**config.mk**
```make
export PLATFORM = sky130hd
export DESIGN_NAME = bicubic_pixel_serializer
export DESIGN_NICKNAME = d
export VERILOG_FILES = /design/src/rtl/bicubic_pixel_serializer.sv
export SDC_FILE = /design/constraint.sdc
export NUM_CORES = 1
export LEC_CHECK = 0
export BUFFER_PORTS_ARGS = -buffer_cell sky130_fd_sc_hd__clkbuf_2
export CORE_MARGIN = 4
export CORE_UTILIZATION = 63
export CTS_BUF_LIST = sky130_fd_sc_hd__clkbuf_2
export DETAILED_ROUTE_END_ITERATION = 8
export GPL_ROUTABILITY_DRIVEN = 0
export HOLD_SLACK_MARGIN = 0.03
export PLACE_DENSITY = 0.95
export SYNTH_ARGS = -nofsm -noshare
export SYNTH_HDL_FRONTEND = slang
export SYNTH_SLANG_ARGS = --single-unit
```
**constraint.sdc**
```tcl
create_clock -name clk -period 4.4 [get_ports clk]
set_input_delay 0 -clock clk [delete_from_list [all_inputs] [get_ports clk]]
set_output_delay 0 -clock clk [all_outputs]
set_load 0.05 [all_outputs]
```
**src/rtl/bicubic_pixel_serializer.sv**
```systemverilog
// Serializes 4-pixel bicubic response beats into a one-pixel-per-cycle raster stream with SOF/EOL/EOF markers.
// Optional build macro BICUBIC_SER_FRAME_CNT_EN adds a 16-bit completed-frame counter output.
module bicubic_pixel_serializer #(
   parameter int CHANNEL_WIDTH = 8,
   parameter int BLOCK_SIZE    = 960,
   parameter int OUT_ROWS      = 2160
) (
   input  logic                     clk,
   input  logic                     rst,
   input  logic                     bcci_rsp_valid,
   input  logic [CHANNEL_WIDTH-1:0] bcci_rsp_data1,
   input  logic [CHANNEL_WIDTH-1:0] bcci_rsp_data2,
   input  logic [CHANNEL_WIDTH-1:0] bcci_rsp_data3,
   input  logic [CHANNEL_WIDTH-1:0] bcci_rsp_data4,
   output logic                     bf_rsp_ready,
   output logic                     ser_valid,
   output logic [CHANNEL_WIDTH-1:0] ser_data,
   output logic                     ser_sof,
   output logic                     ser_eol,
   output logic                     ser_eof,
   input  logic                     ser_ready
`ifdef BICUBIC_SER_FRAME_CNT_EN
   ,
   output logic [15:0]              frame_cnt
`endif
);

   localparam int ROW_PIX = BLOCK_SIZE * 4;
   localparam int COL_W   = (ROW_PIX > 1) ? $clog2(ROW_PIX) : 1;
   localparam int ROW_W   = (OUT_ROWS > 1) ? $clog2(OUT_ROWS) : 1;
   localparam logic [COL_W-1:0] COL_LAST = COL_W'(ROW_PIX - 1);
   localparam logic [ROW_W-1:0] ROW_LAST = ROW_W'(OUT_ROWS - 1);

   typedef enum logic {
      ST_EMPTY,
      ST_FULL
   } state_t;

   state_t                   state;
   state_t                   state_nxt;
   logic [1:0]               idx;
   logic [1:0]               idx_nxt;
   logic [CHANNEL_WIDTH-1:0] slot [4];
   logic [COL_W-1:0]         col;
   logic [COL_W-1:0]         col_nxt;
   logic [ROW_W-1:0]         row;
   logic [ROW_W-1:0]         row_nxt;
   logic                     full;
   logic                     last_pix;
   logic                     pix_hs;
   logic                     beat_hs;

   // Ready opens while the final pixel leaves so back-to-back beats have no bubble.
   always_comb begin
      full         = (state == ST_FULL);
      last_pix     = full && (idx == 2'd3);
      pix_hs       = full && ser_ready;
      bf_rsp_ready = !full || (last_pix && ser_ready);
      beat_hs      = bcci_rsp_valid && bf_rsp_ready;
   end

   always_comb begin
      state_nxt = state;
      idx_nxt   = idx;
      if (beat_hs) begin
         state_nxt = ST_FULL;
         idx_nxt   = 2'd0;
      end else if (pix_hs) begin
         if (last_pix) begin
            state_nxt = ST_EMPTY;
            idx_nxt   = 2'd0;
         end else begin
            idx_nxt = idx + 2'd1;
         end
      end
   end

   always_ff @(posedge clk) begin
      if (rst) begin
         state <= ST_EMPTY;
         idx   <= 2'd0;
      end else begin
         state <= state_nxt;
         idx   <= idx_nxt;
      end
   end

   always_ff @(posedge clk) begin
      if (rst) begin
         for (int unsigned i = 0; i < 4; i++) begin
            slot[i] <= '0;
         end
      end else if (beat_hs) begin
         slot[0] <= bcci_rsp_data1;
         slot[1] <= bcci_rsp_data2;
         slot[2] <= bcci_rsp_data3;
         slot[3] <= bcci_rsp_data4;
      end
   end

   always_comb begin
      col_nxt = col;
      row_nxt = row;
      if (pix_hs) begin
         if (col == COL_LAST) begin
            col_nxt = '0;
            row_nxt = (row == ROW_LAST) ? '0 : row + ROW_W'(1);
         end else begin
            col_nxt = col + COL_W'(1);
         end
      end
   end

   always_ff @(posedge clk) begin
      if (rst) begin
         col <= '0;
         row <= '0;
      end else begin
         col <= col_nxt;
         row <= row_nxt;
      end
   end

   // Markers and data are forced to zero whenever no pixel is presented.
   always_comb begin
      ser_valid = full;
      ser_data  = full ? slot[idx] : '0;
      ser_sof   = full && (row == '0) && (col == '0);
      ser_eol   = full && (col == COL_LAST);
      ser_eof   = ser_eol && (row == ROW_LAST);
   end

`ifdef BICUBIC_SER_FRAME_CNT_EN
   always_ff @(posedge clk) begin
      if (rst) begin
         frame_cnt <= '0;
      end else if (pix_hs && ser_eof) begin
         frame_cnt <= frame_cnt + 16'd1;
      end
   end
`endif

endmodule

```
# ---- Yosys cells after proc, flatten, opt, wreduce, memory -nomap -nowiden
# Memories as Yosys holds them, arrays and structs flattened. A register that Yosys moved wholly into a read port is not among the register bits.
# Cells that the tools add are included.
dict set report totals {
  wordCells 50
  regBits 27
  mem_bits_rw 32
  out_inout_bits 13
  n_memories 1
  inputBits 36
}
dict set report classes {
  eq_ne 3
  n_reduce_logical 17
  bitwise_logic 4
  n_addsub 3
  n_mux 18
}
# memory words word_bits rd rd_clocked_by_memory_dff write_ports line
set mem_list {}
lappend mem_list {slot 4 8 1 1 4 43} ;# logic [CHANNEL_WIDTH-1:0] slot [4];
# operator count
set op_table {}
lappend op_table {{$mux W8} 5}
lappend op_table {{$add A12 B1 Y12 const B} 2}
lappend op_table {{$eq A12 B12 Y1 const B} 2}
lappend op_table {{$logic_not A12 Y1} 2}
lappend op_table {{$mux W12} 2}
lappend op_table {{$logic_and A1 B1 Y1} 8}
lappend op_table {{$mux W1} 8}
lappend op_table {{$mux W2} 3}
lappend op_table {{$or A1 B1 Y1} 4}
lappend op_table {{$reduce_and A2 Y1} 2}
lappend op_table {{$reduce_bool A2 Y1} 2}
lappend op_table {{$add A2 B1 Y2 const B} 1}
lappend op_table {{$eq A2 B2 Y1 const B} 1}
lappend op_table {{$reduce_or A2 Y1} 1}
lappend op_table {{$logic_not A1 Y1} 1}
lappend op_table {{$logic_or A1 B1 Y1} 1}

# ---- Logic depth before layout (Yosys ltp)
# Gate-level depths: netlist of run 1.
dict set report depth {
  ltp_word 9
  depth_mapped 7
  ltp_nobuf 6
}

# ---- Worst setup path after synthesis of run 1
# No wires, ideal clock.
dict set report synth_timing {
  path_type {reg-to-reg}
  from {register state, in the netlist ser_valid}
  to {memory slot[0][0], enable pin}
  n_path_buf 0
  slack_ns 2.127
  setup_time_ns 0.396
  period_less_slack_ns 2.273
  arrival_time_ns 1.877
  required_ns 4.004
  stages_incl_launch_ff 4
  cell_sequence {dfxtp_1 a21bo_2 nand2_1 nand2b_1}
}
# element line
set synth_rtl {}
lappend synth_rtl {{from (decl)} 39} ;# state_t state;
lappend synth_rtl {{from (signal assigned)} 83} ;# state <= state_nxt;
lappend synth_rtl {{to (decl)} 43}

# ---- Final worst setup path of run 1
dict set report layout_timing {
  from {register row[7]}
  to {output port ser_eof}
}
dict set report layout_via {
  elab_chain_cells 2
}
# element line
set layout_lines {}
lappend layout_lines {{from (decl)} 46} ;# logic [ROW_W-1:0] row;
lappend layout_lines {{from (signal assigned)} 120} ;# row <= row_nxt;
lappend layout_lines {{$eq A12 B12 Y1} 130} ;# ser_eof = ser_eol && (row == ROW_LAST);
lappend layout_lines {{$logic_and A1 B1 Y1} 130}
lappend layout_lines {{to (decl)} 20} ;# output logic ser_eof,
# No other way between the ends.

==> summary.md, run 1 <==
| Metric | Value |
|---|---|
| Die width | 76.45 um |
| Router iterations before antenna repair | 5 |
| Core ar. | 4444 sq um |
| Worst Tran Pin Value | 0.6784 ns |
| WL/cell | 21.71 um |
| Post-Syn Instances | 269 |
| Final wirelength | 8881 um |
| ANT cells | 0 |
| Largest net degree at the start of global routing | 35 |
| Antenna Violating Nets Remaining | 0 |
| Initial DRC count | 370 |
| Run status | finished, final reports clean |
| Layout Area Growth over Synthesis | 23.70% |
| Number of H-tree levels | 3 |
| Net Count, Synth | 310 |
| Pwr Density | 307.3 nW/um^2 |
| R2r startpoint | row[7]$_SDFFE_PP0P_ |
| Drt via density | 6.443 |
| Area of the die | 5844 sq um |
| Max Used Layer | met4 |
| Grt ovf | 0 |
| Initial antenna violation count | 0 |
| FP Rows | 24 |
| Worst hold path startpoint | rst |
| Fin crit share | 59.18% |
| Pwr Total | 1122 uW |
| WHS Path Cells | 2 |
| Crit path DAT | 2.60 ns |
| CP Data Required Time | 4.40 ns |
| Critical path class | flop to output pin |
| Cts bufs inserted | 9 |
| Number of I/O port buffers | 48 |
| Detailed-route via count | 2635 |
| Max FO, Critical Path | 13 |
| Worst-case reg-to-reg path depth | 4 |
| Setup crit end kind | output pin |
| Register area share after synthesis | 52.23% |
| Worst Hold End | row[1]$_SDFFE_PP0P_ |
| Final setup violation count | 0 |
| DR WL met3 | 777 um |
| Fin crit period | 2.604 ns |
| Die H | 76.45 um |
| Mapped cell area | 2952 sq um |
| Global-route wire length before repair | 14010 um |
| CTS tree | done |
| Vias in the first global route | 2678 |
| R2r setup slk | 2.18 ns |
| Setup TNS | 0 ns |
| Final hold violations | 0 |
| Synth Register Bits | 61 |
| R2R Path End | row[6]$_SDFFE_PP0P_ |
| Unrepaired setup endpoints after global routing | false |
| Fin nets | 393 |
| YS warnings | 0 |
| GR Util All Layers | 31.47% |
| Most frequent cells in the layout | 59 x clkbuf_2, 42 x and2_1, 34 x dlygate4sd3_1, 32 x edfxtp_1, 29 x dfxtp_1 |
| Clock latency on the worst-skew pair | 0.52 ns |
| Root Driver | clkbuf_2 |
| Average cell area after synthesis | 10.97 sq um |
| Clock Sinks | 61 |
| Worst VDD drop | 0.2930 mV |
| Fillcell total | 212 |
| Met1 WL | 3047 um |
| Post-synth cell types | 39 |
| Commonest non-fill, non-tap cell in the layout | clkbuf_2 |
| CTS Buffer Depth | 2 |
| CTS clock-pin slew for the worst setup and hold paths | 0.18 ns |
| Fmax | 0.3840 GHz |
| Placement Setup Slack | 2.467 ns |
| HPWL after DPL | 4423 um |
| Startpoint Class | flop |
| Worst Setup Slack, final | 1.796 ns |
| Static leakage | 0.001459 uW |
| IO Pins | 49 |
| Layout cells sized above 1 | 22.97% |
| Initial Utilization | 66.41% |
| Post-CTS sizing | 0 |
| Number of remaining DRC errors | 0 |
| Hold WC Path Type | input port to flop |
| Max_slew headroom | 54.36% |
| Slew Limit Fails | 0 |
| Clock Skew | 0.04110 ns |
| Metal2 WL | 4467 um |
| Max-cap violations | 0 |
-- flip-flops by register name, indices dropped and copies added (netlist names), named ones only --
| name | flops |
|---|---|
| col | 12 |
| idx | 2 |
| row | 12 |
| ser_valid | 1 |
| slot | 32 |
-- power breakdown --
part | internal [uW] | switching [uW]
clock network | 132 | 226
registers | 625 | 15.1
logic | 58.3 | 65.4
-- kinds of logic after synthesis --
kind of cell	after synthesis	share of synthesized area, %
muxes	8	6.104
buffers and inverters	26	4.070
AOI/OAI and AO/OA	36	7.630
xor gates and xnor gates	6	1.780
adders and majority gates	5	2.120
DFF	61	52.23
and+or+nand+nor	127	26.07
-- how the worst max path moves through the flow --
stage	startpoint	end	slack (ns)	depth (start not counted)
finish	row[7]$_SDFFE_PP0P_	ser_eof	1.80	4
global route	row[7]$_SDFFE_PP0P_	ser_eof	1.61	4
CTS	row[0]$_SDFFE_PP0P_	ser_eof	2.06	5
detailed placement	ser_valid$_SDFFE_PP0P_	row[8]$_SDFFE_PP0P_	2.47	4
global placement	ser_valid$_SDFFE_PP0P_	row[8]$_SDFFE_PP0P_	2.49	4
floorplan	ser_valid$_SDFFE_PP0P_	slot[0][0]$_SDFFCE_PN0P_	2.13	3
-- cell usage after synthesis (all sizes together) --
cell type	n	area (sq um)
mux4	8	180.2
clkbuf	10	57.56
or3	8	50.05
nand3	8	40.04
nor4	5	46.29
edfxtp	32	960.9
and4	3	31.28
ha	5	62.56
dfxtp	29	580.6
or4	3	22.52
or2	2	12.51
buf	2	10.01
a31oi	1	6.260
a21oi	19	95.09
o32ai	7	61.31
nand4b	3	26.28
xnor2	1	8.760
nand4	7	58.81
a311oi	1	8.760
and3	5	31.28
a2bb2oi	1	8.760
a21bo	1	10.01
o21ai	4	20.02
nor4b	1	8.760
xor2	5	43.79
and2	42	262.8
o31ai	2	15.01
nor2	12	45.04
nand2	20	77.58
nor3	2	10.01
or4b	1	10.01
inv	14	52.55
and4b	1	11.26
nand2b	4	25.02
-- critical path, stage by stage (launching register included) --
cell,delay (ns)
dfxtp_1,0.40
nor4_1,0.52
nand4b_1,0.63
nor2_1,0.24
clkbuf_2,0.31
-- cell type report --
| class | instances | area (sq um) | share of cell area [%] |
|---|---|---|---|
| clock buffer | 11 | 55.05 | 1.508 |
| tap | 52 | 65.06 | 1.782 |
| sequential | 61 | 1541 | 42.22 |
| clock inverter | 5 | 51.30 | 1.405 |
| multi-input combinational | 182 | 1290 | 35.33 |
| inverter | 14 | 52.55 | 1.439 |
| timing repair buffer | 84 | 595.6 | 16.31 |
-- through the flow --
stage | instance area [sq um] | utilization (%) | hold slack (ns) | cells
4_1_cts | 3651 | 82.15 | 0.03750 | 409
5_1_grt | 3651 | 82.15 | 0.03598 | 409
3_5_place_dp | 3204 | 72.10 | 0.2486 | 359
6_report | 3651 | 82.15 | 0.02172 | 409
2_1_floorplan | 2952 | - | 0.1268 | 269
3_3_place_gp | 3204 | 72.10 | 0.2431 | 359
-- repair_timing --
action | CTS | global route
hold buffers | 34 | 0
setup buffers | 0 | 0
endpoints found under the hold margin | 33 | 0
-- layer usage --
layer,vias to the layer above,GRT usage (%)
li1,1149,-
met1,1201,35.94
met2,213,53.25
met3,72,7.683
met4,0,18.84
met5,-,0
(Power assumes the default switching activity.)
==> inputs of run 2 (changes only) <==
ABC_AREA = 1   (was not set)
CORE_UTILIZATION = 59   (was 63)
PLACE_DENSITY = 0.91   (was 0.95)
clock period = 2.7 ns   (was 4.4 ns; I/O delays follow)
==> run 2 against run 1 <==
  * Count of clock-buffer cells in the layout down 2
  * Clock skew down 0.019 ns
  * Sequential power up 62%
  * Final area up 9.1%
  * Cell count up 44%
  * Non-clock buffer count up 2
  * Register-to-register slack worse by 1.6 ns
  * Die area up 14%
  * Utilization down 5.2 points
  * Critical path type unchanged
==> summary.md, run 2 <==
| Metric | Value |
|---|---|
| Reg power frac | 54.0% |
| Startpoint Class | flop |
| YS warnings | 0 |
| Root Driver | clkbuf_2 |
| Area of the die | 6660 sq um |
| Setup crit end kind | output pin |
| Crit path DAT | 2.28 ns |
| Clock Skew | 0.02219 ns |
| Post-CTS Setup Inserts | 0 |
| Layout cells sized above 1 | 16.25% |
| Router iterations before antenna repair | 6 |
| Max_slew headroom | 54.71% |
| Initial DRC count | 316 |
| Final hold violations | 0 |
| Net Count, Synth | 466 |
| Crit path max-delay family | flip-flops |
| Critical path buffers and inverters | 2 |
| CP max stage delay | 0.79 ns |
| FP Rows | 26 |
| Post-CTS sizing | 0 |
| Top cells by area, synth | edfxtp_1 30%, dfxtp_1 18%, nor2_1 12% |
| CP Data Required Time | 2.70 ns |
| Die H | 81.61 um |
| Sw Ratio | 26.97% |
| Unrepaired setup endpoints after global routing | false |
| Post-synth top area share | 30.06% |
| Grt ovf | 0 |
| Fin nets | 553 |
| Number of I/O port buffers | 48 |
| Post-Layout Cell Count | 587 |
| Setup TNS | 0 ns |
| Worst Setup Slack, final | 0.4222 ns |
| Average cell area after synthesis | 7.522 sq um |
| Synth Register Bits | 61 |
| Fin crit share | 84.36% |
| Crit path cell chain | inv_2 -> o21ai_0 -> a21oi_1 -> clkbuf_2 |
| Highest-delay cell along the critical path | dfxtp_1 |
| Fmax | 0.4390 GHz |
| IO Pins | 49 |
| Worst VDD drop | 0.3101 mV |
| HPWL after DPL | 5161 um |
| Post-synth top cells | 104 x nor2_1, 80 x nand2_1, 68 x inv_1 |
| Largest net degree at the start of global routing | 35 |
| Placement Setup Slack | 0.9612 ns |
| Number of H-tree levels | 3 |
| Worst Tran Pin Value | 0.6784 ns |
| Run status | finished, final reports clean |
| Global-route wire length before repair | 13660 um |
| Antenna Violating Nets Remaining | 0 |
| ANT cells | 0 |
| NetSw | 519.8 uW |
| Internal power | 1408 uW |
| Register area share after synthesis | 48.22% |
| GR Util All Layers | 27.46% |
| Post-synth cell types | 26 |
| Core ar. | 5172 sq um |
| CTS clock-pin slew for the worst setup and hold paths | 0.17 ns |
| Fin crit period | 2.278 ns |
| Hold Buf Count CTS | 36 |
| WL/cell | 14.67 um |
| Drt via density | 5.332 |
| Hold WC Path Type | input port to flop |
| CTS Buffer Depth | 2 |
| Comb power frac | 11.7% |
| CTS tree | done |
| Commonest non-fill, non-tap cell in the layout | nor2_1 |
| Largest register by flop count | slot |
| Top-count cell post-synth | nor2_1 |
| Detailed-route via count | 3130 |
| Most frequent cells in the layout | 104 x nor2_1, 80 x nand2_1, 68 x inv_1, 57 x clkbuf_2, 36 x dlygate4sd3_1 |
| Pwr Density | 484.0 nW/um^2 |
| Max FO, Critical Path | 17 |
| Max-cap violations | 0 |
| Initial Utilization | 61.80% |
| Clock Sinks | 61 |
| Synth area leader | edfxtp_1 |
| Placed cells | 535 |
| Mapped cell area | 3197 sq um |
| Ys flop type | edfxtp_1 |
| Share of synthesized flip-flops with an asynchronous set or reset | 0% |
| Critical path class | flop to output pin |
| Largest regs | slot (32), col (12), row (12) |
| Post-Syn Instances | 425 |
| Max reg flops | 32 |
| Layout Area Growth over Synthesis | 24.58% |
| Final setup violation count | 0 |
| Vias in the first global route | 3019 |
| Clock power share | 34.3% |
| Number of flops mapped to enable cells by yosys | 32 |
| Slew Limit Fails | 0 |
| Cts bufs inserted | 9 |
| Number of remaining DRC errors | 0 |
| Clock latency on the worst-skew pair | 0.50 ns |
| Static leakage | 0.001808 uW |
| Final wirelength | 8612 um |
| Die width | 81.61 um |
| Initial antenna violation count | 0 |
[run 2: through the flow]
stage	total power [uW]	hold slack (ns)	utilization (%)	area [sq um]
2_1_floorplan	1172	0.06907	-	3197
3_3_place_gp	1226	0.2747	67.42	3487
3_5_place_dp	1235	0.2806	67.42	3487
4_1_cts	1900	0.2851	77.00	3983
5_1_grt	2001	0.2750	77.00	3983
6_report	1928	0.2926	77.00	3983
[run 2: final timing paths]
kind | from | endpoint | slack [ns] | cells after the start
max reg2reg | col[0]$_SDFFE_PP0P_ | row[2]$_SDFFE_PP0P_ | 0.55 | 8
min | rst | col[2]$_SDFFE_PP0P_ | 0.29 | 3
min reg2reg | idx[1]$_SDFFE_PP0P_ | idx[1]$_SDFFE_PP0P_ | 0.51 | 2
max | flop | ser_data[3] | 0.42 | 4
[run 2: worst reg2reg max path: cells and delay by family (launching register included)]
family | cells | cell delay (ns)
buffers and inverters | 1 | 0.57
AND/OR/NAND/NOR | 5 | 0.76
flip-flops | 1 | 0.42
adder cells (fa/ha/maj) | 1 | 0.22
AO/OA/AOI/OAI | 1 | 0.12
[run 2: power by group through the flow]
stage | sequential, uW | clock [uW] | combinational, uW
2_1_floorplan | 1050 | 0 | 119
3_3_place_gp | 1050 | 0 | 174
3_5_place_dp | 1060 | 0 | 180
4_1_cts | 1030 | 644 | 221
5_1_grt | 1040 | 715 | 244
6_report | 1040 | 661 | 226
[run 2: logic make-up after synthesis]
kind of cell | after synthesis | synth area share (%)
xor+xnor | 1 | 0.2740
simple gates | 235 | 32.80
compound gates | 42 | 6.575
buf+inv | 81 | 10.18
flops | 61 | 48.22
fa+ha+maj | 5 | 1.957
[run 2: final cells by class]
| cell class | instances | area (sq um) |
|---|---|---|
| Inverter | 71 | 269.0 |
| Clock buffer | 9 | 45.04 |
| Timing Repair Buffer | 86 | 615.6 |
| Multi-Input combinational cell | 283 | 1334 |
| Clock inverter | 7 | 90.09 |
| Tap cell | 70 | 87.58 |
| Sequential cell | 61 | 1541 |
| Fill cell | 331 | 1190 |
[run 2: metal layers]
metal  vias to the layer above  share of wire [%]  track usage [%]
li1                       1511                  -                -
met1                      1405                 39            30.88
met2                       163                 49            45.44
met3                        51                6.4            7.127
met4                         0                5.6            18.94
met5                         -                  0                0
==> inputs of run 3 (changes only) <==
CORE_UTILIZATION = 53   (was 59)
PLACE_DENSITY = 0.87   (was 0.91)
clock period = 1.9 ns   (was 2.7 ns; I/O delays follow)
==> run 3 against run 2 <==
  * Count of clock-buffer cells in the layout unchanged
  * Highest routed layer unchanged
  * Largest power group unchanged
  * Wire length increased by 15%
  * Clock power increased by 33%
  * The run now ends with negative setup slack left
  * Utilization decreased by 5.2 points
  * Critical endpoint unchanged
  * Cell count increased by 3.2%
  * Final area increased by 6.1%
  * Non-clock buffer count increased by 14
==> summary.md, run 3 (same netlist as run 2, synthesis figures left out) <==
| Metric | Value |
|---|---|
| Largest register by flop count | slot |
| Vias in the first global route | 3129 |
| Fin Hold WS | 0.2922 ns |
| Static leakage | 0.001906 uW |
| Commonest non-fill, non-tap cell in the layout | nor2_1 |
| GR Util All Layers | 25.44% |
| Initial antenna violation count | 0 |
| Clock Sinks | 61 |
| Layout Area Growth over Synthesis | 32.13% |
| Number of H-tree levels | 3 |
| Slew Limit Fails | 0 |
| Failing checks | negative setup slack |
| Worst Setup Slack, final | -0.01886 ns |
| Initial Utilization | 54.32% |
| Layout cells sized above 1 | 21.85% |
| Worst Tran Pin Value | 0.4033 ns |
| Max FO, Critical Path | 8 |
| Final hold violations | 0 |
| Worst VDD drop | 0.5099 mV |
| Detailed-route via count | 3403 |
| Area of the die | 7338 sq um |
| Startpoint Class | flop |
| Die width | 85.67 um |
| HPWL after DPL | 5484 um |
| Fin nets | 567 |
| Fin crit share | 101.0% |
| Fin area | 4224 sq um |
| Die H | 85.67 um |
| Comb power frac | 13.5% |
| Max reg flops | 32 |
| Root Driver | clkbuf_2 |
| Largest regs | slot (32), col (12), row (12) |
| Internal power | 1916 uW |
| WL/cell | 16.31 um |
| Drt via density | 5.616 |
| Run status | complete, but fails checks |
| Final setup violation count | 1 |
| Grt ovf | 0 |
| Sw Ratio | 29.56% |
| Pwr Density | 644.0 nW/um^2 |
| Most frequent cells in the layout | 103 x nor2_1, 80 x nand2_1, 68 x inv_1, 46 x clkbuf_2, 36 x dlygate4sd3_1 |
| Initial DRC count | 418 |
| FP Rows | 28 |
| Largest net degree at the start of global routing | 33 |
| CP Data Required Time | 1.90 ns |
| Core ar. | 5886 sq um |
| CTS clock-pin slew for the worst setup and hold paths | 0.21 ns |
| Max-cap violations | 0 |
| IO Pins | 49 |
| Area after DPL | 3548 sq um |
| CTS Buffer Depth | 2 |
| Fin crit period | 1.919 ns |
| Max_slew headroom | 72.83% |
| Cts bufs inserted | 9 |
| Clock latency on the worst-skew pair | 0.53 ns |
| NetSw | 804.2 uW |
| Clock power share | 32.4% |
| Fmax | 0.5211 GHz |
| Antenna Violating Nets Remaining | 0 |
| ANT cells | 0 |
| Reg power frac | 54.1% |
| Global-route wire length before repair | 14370 um |
| Number of remaining DRC errors | 0 |
| Setup crit end kind | output pin |
| Number of I/O port buffers | 48 |
| Router iterations before antenna repair | 8 |
| Hold WC Path Type | input port to flop |
| CTS tree | done |
| Crit path DAT | 1.92 ns |
| Final wirelength | 9886 um |
| Critical path class | flop to output pin |
| Clock Skew | 0.03381 ns |
-- run 3: what timing repair did --
action	in CTS	in global routing
cloned	0	0
endpoints found under the hold margin	46	0
pin swaps	1	4
setup endpoints to repair	11	12
hold buffers	36	0
resized for setup	18	30
buffers inserted	1	8
-- run 3: power groups by stage --
stage	logic (uW)	registers [uW]	clock network, uW
4_1_cts	334	1470	870
6_report	368	1470	882
3_5_place_dp	270	1500	0
5_1_grt	391	1470	926
2_1_floorplan	171	1490	0
3_3_place_gp	263	1490	0
-- run 3: worst max-delay path, cell delays in order (launching register included) --
cell and delay [ns]:
dfxtp_4 0.43, buf_4 0.16, nor2_1 0.05, nor2_1 0.09, o21ai_0 0.18, a21oi_1 0.24
buf_4 0.24
-- run 3: stage by stage --
stage          std cells  power, uW  utilization [%]  setup TNS [ns]  worst slack (ns)
2_1_floorplan        425       1666                -          -5.738           -0.1381
3_3_place_gp         545       1757            60.29               0            0.3636
6_report             606       2720            71.77        -0.01886          -0.01886
4_1_cts              598       2672            69.69        -0.05360          -0.05360
5_1_grt              606       2790            71.77         -0.2607          -0.08938
3_5_place_dp         545       1767            60.29               0            0.3361
-- run 3: final timing paths --
check             slack [ns]  cells past startpoint              startpoint                  endpoint
setup / recovery       -0.02                      6                    flop               ser_data[3]
hold / removal          0.29                      4       bcci_rsp_data3[2]  slot[2][2]$_SDFFCE_PN0P_
setup reg to reg           0                      5  ser_valid$_SDFFE_PP0P_    ser_valid$_SDFFE_PP0P_
hold reg to reg         0.49                      2     idx[1]$_SDFFE_PP0P_                      flop
-- run 3: layer usage --
metal / part of all wire [%] / vias up / GRT usage, %
met1: 33 / 1481 / 26.80
li1: - / 1540 / -
met5: 0 / - / 0
met2: 49 / 283 / 44.56
met3: 9.8 / 99 / 6.628
met4: 8.8 / 0 / 16.69
-- run 3: area by class of cell --
cell class	count	area [sq um]
Fill cell	371	1662
Sequential cell	61	1563
Multi-Input combinational cell	283	1391
Timing Repair Buffer	100	778.2
Inverter	71	269.0
Tap cell	75	93.84
Clock inverter	7	83.83
Clock buffer	9	45.04
